File: config.mk
export PLATFORM = sky130hd
export DESIGN_NAME = layer_priority_mux
export DESIGN_NICKNAME = d
export VERILOG_FILES = /design/src/rtl/layer_mux_pkg.sv /design/src/rtl/layer_priority_mux_blink.sv /design/src/rtl/layer_priority_mux.sv
export SDC_FILE = /design/constraint.sdc
export NUM_CORES = 1
export LEC_CHECK = 0
export BUFFER_PORTS_ARGS = -buffer_cell sky130_fd_sc_hd__buf_4
export CAP_MARGIN = 15
export CORE_MARGIN = 1
export CORE_UTILIZATION = 42
export CTS_CLUSTER_SIZE = 28
export DETAILED_ROUTE_END_ITERATION = 8
export PLACE_DENSITY_LB_ADDON = 0.1
export SLEW_MARGIN = 10
export SYNTH_ARGS = -nofsm -noshare
export SYNTH_HDL_FRONTEND = slang
export SYNTH_SLANG_ARGS = --single-unit
File: constraint.sdc
create_clock -name clk -period 1.76 [get_ports clk]
set_input_delay 0.352 -clock clk [delete_from_list [all_inputs] [get_ports clk]]
set_output_delay 0.352 -clock clk [all_outputs]
set_load 0.02 [all_outputs]
File: src/rtl/layer_mux_pkg.sv
// Shared types and constants for the layer priority compositor.
// Holds the alert FSM state type and the default colour encoding.
package layer_mux_pkg;

    typedef enum logic {
        IDLE  = 1'b0,
        ALERT = 1'b1
    } alert_state_t;

    localparam logic [7:0] TRANSPARENT_ENCODING = 8'hFF;
    localparam int         RGB_W_DEF            = 8;

endpackage

File: src/rtl/layer_priority_mux_blink.sv
// Alert blink controller: frame-synchronous FSM with frame and phase counters.
// blinkOn only changes on startOfFrame so a frame is never torn mid-scan.
module blink_controller
    import layer_mux_pkg::*;
#(
    parameter int BLINK_FRAMES = 15,
    parameter int ALERT_FRAMES = 180
) (
    input  logic clk,
    input  logic resetN,
    input  logic startOfFrame,
    input  logic alertStart,
    output logic alertActive,
    output logic blinkOn
);

    localparam int FW = (ALERT_FRAMES > 1) ? $clog2(ALERT_FRAMES) : 1;
    localparam int PW = (BLINK_FRAMES > 1) ? $clog2(BLINK_FRAMES) : 1;

    alert_state_t    state_q, state_d;
    logic [FW-1:0]   frame_cnt_q, frame_cnt_d;
    logic [PW-1:0]   phase_cnt_q, phase_cnt_d;
    logic            blink_on_q, blink_on_d;

    // Next-state: alertStart (re)arms and beats any frame tick in the same cycle.
    always_comb begin
        state_d     = state_q;
        frame_cnt_d = frame_cnt_q;
        phase_cnt_d = phase_cnt_q;
        blink_on_d  = blink_on_q;
        if (alertStart) begin
            state_d     = ALERT;
            frame_cnt_d = '0;
            phase_cnt_d = '0;
            blink_on_d  = 1'b1;
        end else if (state_q == ALERT && startOfFrame) begin
            if (frame_cnt_q == FW'(ALERT_FRAMES - 1)) begin
                state_d     = IDLE;
                frame_cnt_d = '0;
                phase_cnt_d = '0;
                blink_on_d  = 1'b1;
            end else begin
                frame_cnt_d = frame_cnt_q + 1'b1;
                if (phase_cnt_q == PW'(BLINK_FRAMES - 1)) begin
                    phase_cnt_d = '0;
                    blink_on_d  = ~blink_on_q;
                end else begin
                    phase_cnt_d = phase_cnt_q + 1'b1;
                end
            end
        end
    end

    // FSM and counter registers.
    always_ff @(posedge clk or negedge resetN) begin
        if (!resetN) begin
            state_q     <= IDLE;
            frame_cnt_q <= '0;
            phase_cnt_q <= '0;
            blink_on_q  <= 1'b1;
        end else begin
            state_q     <= state_d;
            frame_cnt_q <= frame_cnt_d;
            phase_cnt_q <= phase_cnt_d;
            blink_on_q  <= blink_on_d;
        end
    end

    assign alertActive = (state_q == ALERT);
    assign blinkOn     = blink_on_q;

endmodule

File: src/rtl/layer_priority_mux.sv
// N-channel priority compositor for VGA overlays; channel 0 wins.
// Optional collision outputs under macro LAYER_MUX_COLLISION_EN.
module layer_priority_mux
    import layer_mux_pkg::*;
#(
    parameter int               NUM_CH       = 8,
    parameter int               RGB_W        = RGB_W_DEF,
    parameter logic [RGB_W-1:0] TRANSPARENT  = TRANSPARENT_ENCODING,
    parameter int               BLINK_FRAMES = 15,
    parameter int               ALERT_FRAMES = 180,
    localparam int              CW           = (NUM_CH > 1) ? $clog2(NUM_CH) : 1
) (
    input  logic                         clk,
    input  logic                         resetN,
    input  logic                         startOfFrame,
    input  logic [NUM_CH-1:0]            drawReq,
    input  logic [NUM_CH-1:0][RGB_W-1:0] rgbIn,
    input  logic [NUM_CH-1:0]            chEnable,
    input  logic [NUM_CH-1:0]            blinkMask,
    input  logic                         alertStart,
`ifdef LAYER_MUX_COLLISION_EN
    output logic                         collision,
    output logic                         collisionFrame,
`endif
    output logic                         drawingRequest,
    output logic [RGB_W-1:0]             RGBout,
    output logic [CW-1:0]                activeCh,
    output logic                         alertActive
);

    logic              blink_on;
    logic [NUM_CH-1:0] valid;
    logic              draw_q, draw_d;
    logic [RGB_W-1:0]  rgb_q, rgb_d;
    logic [CW-1:0]     ch_q, ch_d;

    blink_controller #(
        .BLINK_FRAMES (BLINK_FRAMES),
        .ALERT_FRAMES (ALERT_FRAMES)
    ) u_blink (
        .clk          (clk),
        .resetN       (resetN),
        .startOfFrame (startOfFrame),
        .alertStart   (alertStart),
        .alertActive  (alertActive),
        .blinkOn      (blink_on)
    );

    // Per-channel visibility: enabled, opaque, and not blanked by the alert.
    always_comb begin
        valid = '0;
        for (int i = 0; i < NUM_CH; i++) begin
            valid[i] = drawReq[i] & chEnable[i]
                     & (rgbIn[i] != TRANSPARENT)
                     & ~(blinkMask[i] & alertActive & ~blink_on);
        end
    end

    // Priority encoder: scan downward so the lowest valid index is kept.
    always_comb begin
        draw_d = 1'b0;
        rgb_d  = TRANSPARENT;
        ch_d   = '0;
        for (int i = NUM_CH - 1; i >= 0; i--) begin
            if (valid[i]) begin
                draw_d = 1'b1;
                rgb_d  = rgbIn[i];
                ch_d   = CW'(i);
            end
        end
    end

    // Output registers; all three move together on one edge.
    always_ff @(posedge clk or negedge resetN) begin
        if (!resetN) begin
            draw_q <= 1'b0;
            rgb_q  <= '0;
            ch_q   <= '0;
        end else begin
            draw_q <= draw_d;
            rgb_q  <= rgb_d;
            ch_q   <= ch_d;
        end
    end

    assign drawingRequest = draw_q;
    assign RGBout         = rgb_q;
    assign activeCh       = ch_q;

`ifdef LAYER_MUX_COLLISION_EN
    logic coll_q, coll_d;
    logic coll_frame_q, coll_frame_d;

    // Two or more valid channels: clearing the lowest set bit leaves something.
    always_comb begin
        coll_d       = |(valid & (valid - NUM_CH'(1)));
        coll_frame_d = coll_frame_q;
        if (startOfFrame)
            coll_frame_d = 1'b0;
        if (coll_d)
            coll_frame_d = 1'b1;
    end

    // Collision registers, aligned with drawingRequest.
    always_ff @(posedge clk or negedge resetN) begin
        if (!resetN) begin
            coll_q       <= 1'b0;
            coll_frame_q <= 1'b0;
        end else begin
            coll_q       <= coll_d;
            coll_frame_q <= coll_frame_d;
        end
    end

    assign collision      = coll_q;
    assign collisionFrame = coll_frame_q;
`endif

endmodule

# Word level (Yosys, flattened, before mapping)
# Index checks and enable logic that the tools add are counted.
# op_classes
addsub	2
n_mul	0
n_bitwise	49
n_eq_ne	10
n_lt_le_gt_ge	0
reduce_logical	6
n_shift	0
mux	38
div_mod_pow	0
# op_table
operator	count
8-bit two-way mux	11
8-bit != test (second input constant)	8
1-bit bitwise AND	40
3-bit two-way mux	8
4-bit two-way mux	4
1-bit two-way mux	15
1-bit inverter	9
8-bit by 1-bit adder with 8-bit output (second input constant)	1
8-bit equality test (second input constant)	1
4-bit by 1-bit adder with 4-bit output (second input constant)	1
4-bit equality test (second input constant)	1
2-bit AND reduction	2
2-bit nonzero test	2
3-bit nonzero test	1
1-bit logical AND	1
# totals
memories	0
output_inout_bits	13
reg_bits	26
ram_bits	0
wordCells	112
inputBits	92
rom_bits	0
latch_bits	0

# Logic depth before layout (Yosys ltp)
# Gate-level depths: netlist (run 1).
# logic_depth
depth_word	12
depth_mapped	8
ltp_nobuf	7

# Modules after synthesis
# A second synthesis (run 1) with hierarchy kept.
# unflattened
hier_cells	249
hier_area_um2	2142.1
# modules_own_cells
mod	area_per_inst_um2	seq_area_each_um2	cells_per_inst	instances
layer_priority_mux	1416.4	300.3	175	1
blink_controller	725.7	351.6	74	1

# Worst setup path after synthesis (run 1)
# OpenSTA, ideal clock, no wires.
# synth_timing
path_type	reg2reg
start	register u_blink.blink_on_q, in the netlist u_blink.blinkOn
end	register ch_q[0], in the netlist activeCh[0]
setup_slack_ns	0.001
n_path_buf	2
stages_incl_launch_ff	8
period_less_slack_ns	1.759
setup_time_ns	0.145
arrival_ns	1.615
required_time_ns	1.615
cell_sequence	dfstp_2 and3b_1 buf_6 a211o_1 buf_6 nor2b_1 o31ai_1 a21oi_1
# synth_between
elab_chain_len	12
word_cells_on_any_way	33
classes_between	8 x mux; 25 x bitwise
# synth_rtl
item	line	rtl
start, declared	layer_priority_mux_blink.sv:23	logic blink_on_q, blink_on_d;
start signal, assigned	layer_priority_mux_blink.sv:65	blink_on_q <= blink_on_d;
1-bit inverter (*)	layer_priority_mux.sv:55	& ~(blinkMask[i] & alertActive & ~blink_on);
1-bit bitwise AND	layer_priority_mux.sv:55	
1-bit inverter	layer_priority_mux.sv:55	
1-bit bitwise AND	layer_priority_mux.sv:55	
3-bit two-way mux (7 in a row)	layer_priority_mux.sv:65	if (valid[i]) begin
3-bit two-way mux (*)	layer_priority_mux.sv:65	
named net ch_d[0]	layer_priority_mux.sv:35	logic [CW-1:0] ch_q, ch_d;
end signal, assigned	layer_priority_mux.sv:82	ch_q <= ch_d;
end, declared	layer_priority_mux.sv:35	
# Mark *: on every way through the listed nets, which the timed path passes. The rest lies on a longest branch.
# A chain may end at the register's enable or synchronous reset.

# Worst setup path in the final report (run 1)
# layout_timing
start	register u_blink.blink_on_q, in the netlist u_blink.blinkOn
end	register rgb_q[1], in the netlist RGBout[1]
# layout_between
elab_chain_len	12
word_cells_on_any_way	33
classes_between	8 x mux; 25 x bitwise
# layout_rtl
item	line	rtl
1-bit inverter (*)	layer_priority_mux.sv:55	
1-bit bitwise AND	layer_priority_mux.sv:55	
1-bit inverter	layer_priority_mux.sv:55	
1-bit bitwise AND	layer_priority_mux.sv:55	
8-bit two-way mux (7 in a row)	layer_priority_mux.sv:65	
8-bit two-way mux (*)	layer_priority_mux.sv:65	
named net rgb_d[1]	layer_priority_mux.sv:34	logic [RGB_W-1:0] rgb_q, rgb_d;
end signal, assigned	layer_priority_mux.sv:81	rgb_q <= rgb_d;
end, declared	layer_priority_mux.sv:34	
# Marked as above.

==> results.json, run 1 <==
{
  "outcome": "finished with violations",
  "violations": "negative setup slack",
  "grt_pass1_wl_um": 11700,
  "seq_area_frac_synth_pct": 30.2,
  "start_kind": "register",
  "synth_top_area_share_pct": 29.0,
  "crit_path_max_fanout": 6,
  "synth-main-ff-cell": "dfrtp_1",
  "syn_nets": 352,
  "syn_inst": 257,
  "cts_root_buf": "clkbuf_8",
  "dp_hpwl_um": 6130,
  "grt-ovfl-total": 0,
  "hold_viol": 0,
  "syn-mean-instance-area_um2": 8.39,
  "synth_edf_count": 0,
  "cts_tree": "yes",
  "yosysMostFrequentCell": "nand2_1",
  "p_leak_nw": 1.63,
  "insertion_delay_ps": 270,
  "slew_violations": 0,
  "drt_iter0_markers": 152,
  "grt_max_degree": 27,
  "clock_path_buffers": 2,
  "die_w_um": 73.7,
  "crit_start": "u_blink.blinkOn$_DFFE_PN1P_",
  "period_needed_ps": 1820,
  "finalClockSkew_ps": 3.92,
  "wl_met3_um": 566,
  "fin_hold_ws_ps": 232,
  "pwr_density_cell_mw_per_mm2": 531,
  "vias": 2726,
  "cts_made_buffers": 3,
  "track_usage_pct": 28.9,
  "cts_num_sinks": 26,
  "async_reset_ff_share_pct": 100,
  "met1_length_um": 3360,
  "vdd_drop_max_v": 0.000557,
  "worstSetupPathType": "reg -> reg",
  "route.met2.wl_um": 4080,
  "diodes": 0,
  "max_freq_ghz": 0.549,
  "r2r-start": "u_blink.blinkOn$_DFFE_PN1P_",
  "drt_wl_total_um": 8240,
  "finalCritPeriodShare_pct": 103,
  "max_cap_violations": 0,
  "die_y_um": 73.7,
  "initial_core_util_pct": 44.8,
  "cp-end-kind": "register",
  "drt-vias-per-instance": 5.78,
  "highest_layer": "met4",
  "core-area_mm2": 0.00482,
  "io_pins": 105,
  "synth_cell_type_count": 45,
  "pre_cts_ws_ps": -219,
  "synthTopCellsByArea": "dfrtp_1 29%, a311oi_2 5.6%, o211ai_2 5.2%",
  "required_ps": 1950,
  "drc": 0,
  "place_inst": 455,
  "cp.arrival_ps": 2020,
  "hp-class": "in -> reg",
  "path_clk_slew_ps": 80,
  "antenna_left": 0,
  "gp_congestion": 0.947,
  "hold_start": "alertStart",
  "finish.instance_area_mm2": 0.00364,
  "synthTopCellsByCount": "28 x nand2_1, 25 x dfrtp_1, 19 x inv_1",
  "yosys.area.top_type": "dfrtp_1",
  "fin_cells": 472,
  "ys_ff_latch": 26,
  "dieArea_mm2": 0.00543,
  "placed_cell_area_mm2": 0.00328,
  "rows": 25,
  "setup_violations": 9,
  "rsz0062_at_grt": "true",
  "slew_headroom_pct": 70.1,
  "worst_pin_slew_ps": 448,
  "syn_to_final_growth_pct": 68.7,
  "fill_cells": 378,
  "nNetsFinal": 501,
  "numPortBuffers": 104,
  "finalPower_mw": 1.93,
  "fin_ws_ps": -61.3,
  "routedWlPerCell_um": 17.5,
  "antenna_found_initial": 0,
  "layout-drive-gt1-share_pct": 49.9,
  "htreeDepth": 1,
  "grt_pass1_vias": 2567,
  "drt_pass1_iterations": 5,
  "ys_warn_count": 0,
  "syn_area_mm2": 0.00216
}
-- metrics by stage --
stage,utilization (%),TNS [ps]
2_1_floorplan,-,0
3_3_place_gp,68.2,-1240
3_5_place_dp,68.2,-1750
4_1_cts,72.9,-403
5_1_grt,75.5,-1140
6_report,75.5,-460
-- critical path, stage by stage, from the launching register on --
cell and delay (ps):
dfstp_2 570, and3b_2 230, a211o_4 320, buf_6 140, a311oi_2 230, a211oi_2 90
o211ai_2 160
-- repair_timing --
action                                  CTS  global route
hold buffers                              1             0
endpoints found under the setup margin   12            17
endpoints found under the hold margin    25             0
pin swaps                                18             4
setup buffers                             9             4
resized for setup                        21            19
-- registers in the layout (all words and copies together) (netlist names) --
register / flops
RGBout: 8
activeCh: 3
drawingRequest: 1
u_blink.alertActive: 1
u_blink.blinkOn: 1
u_blink.frame_cnt_q: 8
u_blink.phase_cnt_q: 4
-- logic make-up after synthesis --
group	after synthesis	share of synthesized area (%)
adders and majority gates	3	1.74
and+or+nand+nor	101	25.5
buffers and inverters	32	6.84
AOI/OAI and AO/OA	94	35.3
xor gates and xnor gates	1	0.406
DFF	26	30.2
-- final cells by class --
type | count | area, um^2 | share of cell area, %
multi-input cells | 199 | 1520 | 41.9
repair buffers | 157 | 1250 | 34.4
flip-flops and latches | 26 | 653 | 18.0
well taps | 67 | 83.8 | 2.30
inverters | 19 | 71.3 | 1.96
clock buffers | 4 | 55.1 | 1.51
-- power by group --
group	total, mW	leakage [nW]	switching [mW]	internal, mW
sequential	0.688	0.323	0.0339	0.654
clock	0.383	0.0288	0.183	0.200
combinational	0.862	1.28	0.414	0.448
total	1.93	1.63	0.631	1.30
-- path summary, 6_finish.rpt --
check,end,slack (ps),depth (start not counted)
worst max-delay path,RGBout[1]$_DFF_PN0_,-60,6
worst min-delay path,u_blink.frame_cnt_q[1]$_DFFE_PN0P_,230,2
worst max register to register,RGBout[1]$_DFF_PN0_,-60,6
worst min register to register,u_blink.phase_cnt_q[3]$_DFFE_PN0P_,480,1
max in group asynchronous,u_blink.blinkOn$_DFFE_PN1P_,940,2
min in group asynchronous,u_blink.frame_cnt_q[7]$_DFFE_PN0P_,520,2
-- placed cells by master (no fill, tap or decap), drive strengths merged, types with 11 or more instances in the layout --
cell type	synthesis	final
o2111ai	11	11
buf	10	156
nand2	28	28
o211ai	11	11
nor3	13	13
o21ai	29	29
inv	19	19
nand4	12	12
dfrtp	25	25
-- metal layers --
layer,global-route usage [%],up-vias
met4,11.1,0
met1,34.6,1275
met5,0,-
met2,51.3,136
met3,4.94,25
li1,-,1290
Power figures use the tool's default switching activity.
==> run 2, diff against run 1 <==
Settings changed: CORE_UTILIZATION 42 to 47.
Clock period 1.76 ns to 1.9 ns, I/O delays scaled along.
==> run 2 against run 1 <==
Against the previous run: the flow finishes with violations (negative hold slack); worst hold slack worse by 230 ps; cell count down 10%; sequential share of layout area up 2.4 points; critical path type unchanged; largest cell class unchanged; highest routed layer unchanged.
==> results.json, run 2 (synthesis gave the netlist of run 1 again) <==
{
  "cp-end-kind": "register",
  "p_leak_nw": 1.43,
  "cts_root_buf": "clkbuf_8",
  "htreeDepth": 1,
  "cts_tree": "yes",
  "setup_violations": 0,
  "io_pins": 105,
  "slew_violations": 0,
  "grt-ovfl-total": 0,
  "holdBufCountCts": 0,
  "violations": "negative hold slack",
  "drt_wl_total_um": 7230,
  "drc": 0,
  "rows": 24,
  "track_usage_pct": 30.0,
  "use_met1_pct": 40.7,
  "rsz0062_at_grt": "true",
  "dieArea_mm2": 0.00486,
  "insertion_delay_ps": 270,
  "start_kind": "register",
  "grt_max_degree": 27,
  "period_needed_ps": 1830,
  "cts_resized": 0,
  "antenna_found_initial": 0,
  "clock_path_buffers": 2,
  "fin_hold_ws_ps": -0.959,
  "numPortBuffers": 104,
  "nNetsFinal": 468,
  "vdd_drop_max_v": 0.000498,
  "use_met2_pct": 49.7,
  "dp_hpwl_um": 5780,
  "worst_pin_slew_ps": 425,
  "path_clk_slew_ps": 90,
  "fin_ws_ps": 65.5,
  "placed_cell_area_mm2": 0.00309,
  "die_w_um": 69.7,
  "finish.instance_area_mm2": 0.00320,
  "worstSetupPathType": "reg -> reg",
  "finalCritPeriodShare_pct": 96.6,
  "crit_path_max_fanout": 9,
  "fill_cells": 333,
  "grt_pass1_wl_um": 11600,
  "final_common_cell": "buf_4",
  "grt_pass1_vias": 2426,
  "pre_cts_ws_ps": -73.0,
  "gp_congestion": 0.949,
  "antenna_left": 0,
  "cts_made_buffers": 3,
  "diodes": 0,
  "core-area_mm2": 0.00438,
  "syn_to_final_growth_pct": 48.2,
  "layout-drive-gt1-share_pct": 42.2,
  "cts_num_sinks": 26,
  "drt_iter0_markers": 220,
  "met3_usage_pct": 5.09,
  "fin_util_pct": 72.9,
  "vias": 2580,
  "top_usage_layer": "met2",
  "slew_headroom_pct": 71.7,
  "hold_viol": 2,
  "max_cap_violations": 0,
  "finalPower_mw": 1.77,
  "max_freq_ghz": 0.545,
  "routedWlPerCell_um": 17.0,
  "multi_input_area_mm2": 0.00139,
  "cts_setup_buffers": 0,
  "required_ps": 2040,
  "outcome": "finished with violations",
  "initial_core_util_pct": 49.2,
  "seq_area_um2": 652,
  "drt_pass1_iterations": 5,
  "pwr_density_cell_mw_per_mm2": 552,
  "finalClockSkew_ps": 4.73,
  "layout_common_cells": "123 x buf_4, 28 x nand2_1, 25 x dfrtp_1",
  "drt-vias-per-instance": 6.08,
  "hp-class": "in -> async",
  "cp.arrival_ps": 1980,
  "die_y_um": 69.7
}
-- run 2: cell count changes in the layout (fill, tap and decap cells not counted), moves of 3 or more --
cell      before  now
a211oi_2       7    3
nor3_1        10   13
a211oi_1       1    6
buf_6          7    0
a311oi_2       5    8
a311oi_4       3    0
buf_4        145  123
-- run 2: layout make-up --
type                       instances  area share [%]
multi-input combinational        199            43.6
timing repair buffer             124            29.5
clock inverter                     1           0.939
inverter                          19            2.23
sequential                        26            20.4
clock buffer                       3            1.29
tap                               52            2.04
-- run 2: layer usage --
| layer | vias to the layer above | part of all wire (%) |
|---|---|---|
| met5 | - | 0 |
| met4 | 0 | 1.6 |
| met3 | 12 | 6.4 |
| met2 | 125 | 47 |
| met1 | 1218 | 45 |
| li1 | 1225 | - |
-- run 2: critical path, stage by stage (launching register included) --
cell and delay [ps]:
dfrtp_1 450, buf_4 180, nand3b_1 150, o2111a_2 360
nor3b_1 80, o21ai_0 340, o211ai_2 150
-- run 2: where the power goes --
| part | switching [mW] | internal [mW] | leakage (nW) | total (mW) |
|---|---|---|---|---|
| combinational | 0.332 | 0.329 | 1.07 | 0.661 |
| sequential | 0.0367 | 0.606 | 0.323 | 0.643 |
| clock | 0.180 | 0.282 | 0.0357 | 0.462 |
| total | 0.549 | 1.22 | 1.43 | 1.77 |
-- run 2: final timing paths --
kind                                               startpoint  cells past startpoint                                  to  slack (ps)
max in group asynchronous                              resetN                      1         u_blink.blinkOn$_DFFE_PN1P_        1600
max reg2reg                   u_blink.alertActive$_DFFE_PN0P_                      6                 RGBout[2]$_DFF_PN0_          70
max                           u_blink.alertActive$_DFFE_PN0P_                      6                 RGBout[2]$_DFF_PN0_          70
min                                                    resetN                      1  u_blink.frame_cnt_q[4]$_DFFE_PN0P_          -1
min in group clk                                   alertStart                      2  u_blink.frame_cnt_q[1]$_DFFE_PN0P_         270
min reg2reg                u_blink.phase_cnt_q[3]$_DFFE_PN0P_                      1  u_blink.phase_cnt_q[3]$_DFFE_PN0P_         500
-- run 2: per-stage QoR --
| step | TNS, ps | std cells |
|---|---|---|
| 6_report | 0 | 424 |
| 5_1_grt | -34.2 | 424 |
| 4_1_cts | 0 | 424 |
| 3_5_place_dp | -119 | 420 |
| 3_3_place_gp | -108 | 420 |
| 2_1_floorplan | 0 | 257 |
==> run 3, diff against run 2 <==
==> constraint.sdc (replaced) <==
create_clock -name clk -period 1.9 [get_ports clk]
set_input_delay 0.19 -clock clk [delete_from_list [all_inputs] [get_ports clk]]
set_output_delay 0.19 -clock clk [all_outputs]
set_load 0.02 [all_outputs]
==> run 3 against run 2 <==
Against the previous run: the flow now finishes without violations; cell count fell by 0.71%; clock skew rose by 3.2 ps; final area fell by 0.86%; critical path type unchanged; critical endpoint is now RGBout[3]$_DFF_PN0_; largest cell class unchanged.
==> results.json, run 3 (synthesis gave the netlist of run 1 again) <==
{
  "nNetsFinal": 465,
  "antenna_left": 0,
  "slowest_stage": "dfstp_2",
  "slew_headroom_pct": 69.0,
  "antenna_found_initial": 0,
  "slew_violations": 0,
  "dieArea_mm2": 0.00486,
  "hp-class": "in -> reg",
  "numPortBuffers": 104,
  "cts_num_sinks": 26,
  "cts_root_buf": "clkbuf_8",
  "outcome": "completed",
  "grt_pass1_vias": 2487,
  "period_needed_ps": 1810,
  "rsz0062_at_grt": "false",
  "crit_path_max_fanout": 10,
  "die_y_um": 69.7,
  "drt-vias-per-instance": 6.16,
  "initial_core_util_pct": 49.2,
  "place_inst": 414,
  "pwr_density_cell_mw_per_mm2": 514,
  "regToRegEndpoint": "RGBout[3]$_DFF_PN0_",
  "vias": 2593,
  "vdd_drop_max_v": 0.000315,
  "finalClockSkew_ps": 7.97,
  "critical_path.max_stage_delay_ps": 610,
  "finalCritPeriodShare_pct": 95.2,
  "hold_viol": 0,
  "finish.instance_area_mm2": 0.00317,
  "layout_common_cells": "117 x buf_4, 28 x nand2_1, 25 x dfrtp_1",
  "drt_iter0_markers": 248,
  "worstSetupPathType": "reg -> reg",
  "core-area_mm2": 0.00438,
  "cp-end-kind": "register",
  "cts_made_buffers": 3,
  "grt-ovfl-total": 0,
  "grt_max_degree": 27,
  "p_leak_nw": 1.41,
  "fin_cells": 421,
  "worst_pin_slew_ps": 462,
  "path_clk_slew_ps": 80,
  "rows": 24,
  "cp.arrival_ps": 2010,
  "diodes": 0,
  "insertion_delay_ps": 270,
  "gp_congestion": 0.887,
  "layout-drive-gt1-share_pct": 41.2,
  "cp_cell_sequence": "and3b_1 > a211o_4 > a311oi_2 > a211oi_2 > o211ai_2",
  "rr_worst_depth": 5,
  "r2r-start": "u_blink.blinkOn$_DFFE_PN1P_",
  "clock_path_buffers": 2,
  "max_cap_violations": 0,
  "rrSetupSlack_ps": 90,
  "placed_cell_area_mm2": 0.00306,
  "routedWlPerCell_um": 17.2,
  "crit_buf_inv": 0,
  "start_kind": "register",
  "drt_wl_total_um": 7260,
  "setup_violations": 0,
  "min_delay_path_depth": 2,
  "cpLargestDelayFamily": "compound AO/OA/AOI/OAI gates",
  "drc": 0,
  "dp_hpwl_um": 5780,
  "io_pins": 105,
  "die_w_um": 69.7,
  "grt_pass1_wl_um": 11800,
  "max_freq_ghz": 0.553,
  "required_ps": 2100,
  "track_usage_pct": 30.3,
  "htreeDepth": 1,
  "min_to": "u_blink.frame_cnt_q[1]$_DFFE_PN0P_",
  "hold_start": "alertStart",
  "cts_tree": "yes",
  "drt_pass1_iterations": 5,
  "final_common_cell": "buf_4",
  "syn_to_final_growth_pct": 46.9
}
==> run 3: stage by stage <==
step                power [mW]  hold slack (ps)  utilization (%)  setup slack (ps)  TNS, ps
finish                    1.63             93.5             72.3              91.3        0
global route              1.71             89.9             72.3              9.51        0
CTS                       1.61             91.6             71.0              10.3        0
detailed placement        1.29              121             69.7             -21.9    -28.9
global placement          1.28              120             69.7              22.9        0
floorplan                0.959             -106                -               141        0
==> run 3: timing repair <==
item,in CTS,in global routing
hold buffers,1,0
endpoints found under the hold margin,25,0
setup endpoints to repair,6,12
gates resized for setup,1,12
buffers inserted,0,2
pin swaps,0,1
==> run 3: layout make-up <==
class	count	area [um^2]
Inverter	19	71.3
Sequential cell	26	652
Fill cell	359	1210
Clock buffer	4	45.0
Tap cell	52	65.1
Multi-Input combinational cell	199	1400
Timing Repair Buffer	121	933
==> run 3: how the worst max path moves through the flow <==
stage	from	endpoint	cells after the start
finish	u_blink.blinkOn$_DFFE_PN1P_	RGBout[3]$_DFF_PN0_	5
global route	u_blink.frame_cnt_q[3]$_DFFE_PN0P_	u_blink.phase_cnt_q[3]$_DFFE_PN0P_	5
detailed placement	u_blink.blinkOn$_DFFE_PN1P_	activeCh[0]$_DFF_PN0_	5
global placement	u_blink.alertActive$_DFFE_PN0P_	RGBout[2]$_DFF_PN0_	6
CTS	u_blink.blinkOn$_DFFE_PN1P_	RGBout[1]$_DFF_PN0_	5
floorplan	u_blink.blinkOn$_DFFE_PN1P_	activeCh[0]$_DFF_PN0_	7
==> run 3: worst register-to-register path: cells and delay by family, from the launching register on <==
family             cells  cell delay (ps)
AOI/OAI and AO/OA      4              910
and+or+nand+nor        1              220
DFF                    1              610
==> run 3: routing by layer <==
layer | vias up | wire length [um] | GRT usage [%]
li1 | 1216 | - | -
met4 | 0 | 108 | 6.67
met3 | 13 | 652 | 6.10
met1 | 1220 | 3050 | 40.1
met2 | 144 | 3440 | 51.5
met5 | - | 0 | 0
==> run 3: power by group <==
part	switching, mW	internal (mW)
Sequential	0.0351	0.606
Clock	0.176	0.150
Combinational	0.334	0.328
Total	0.546	1.08
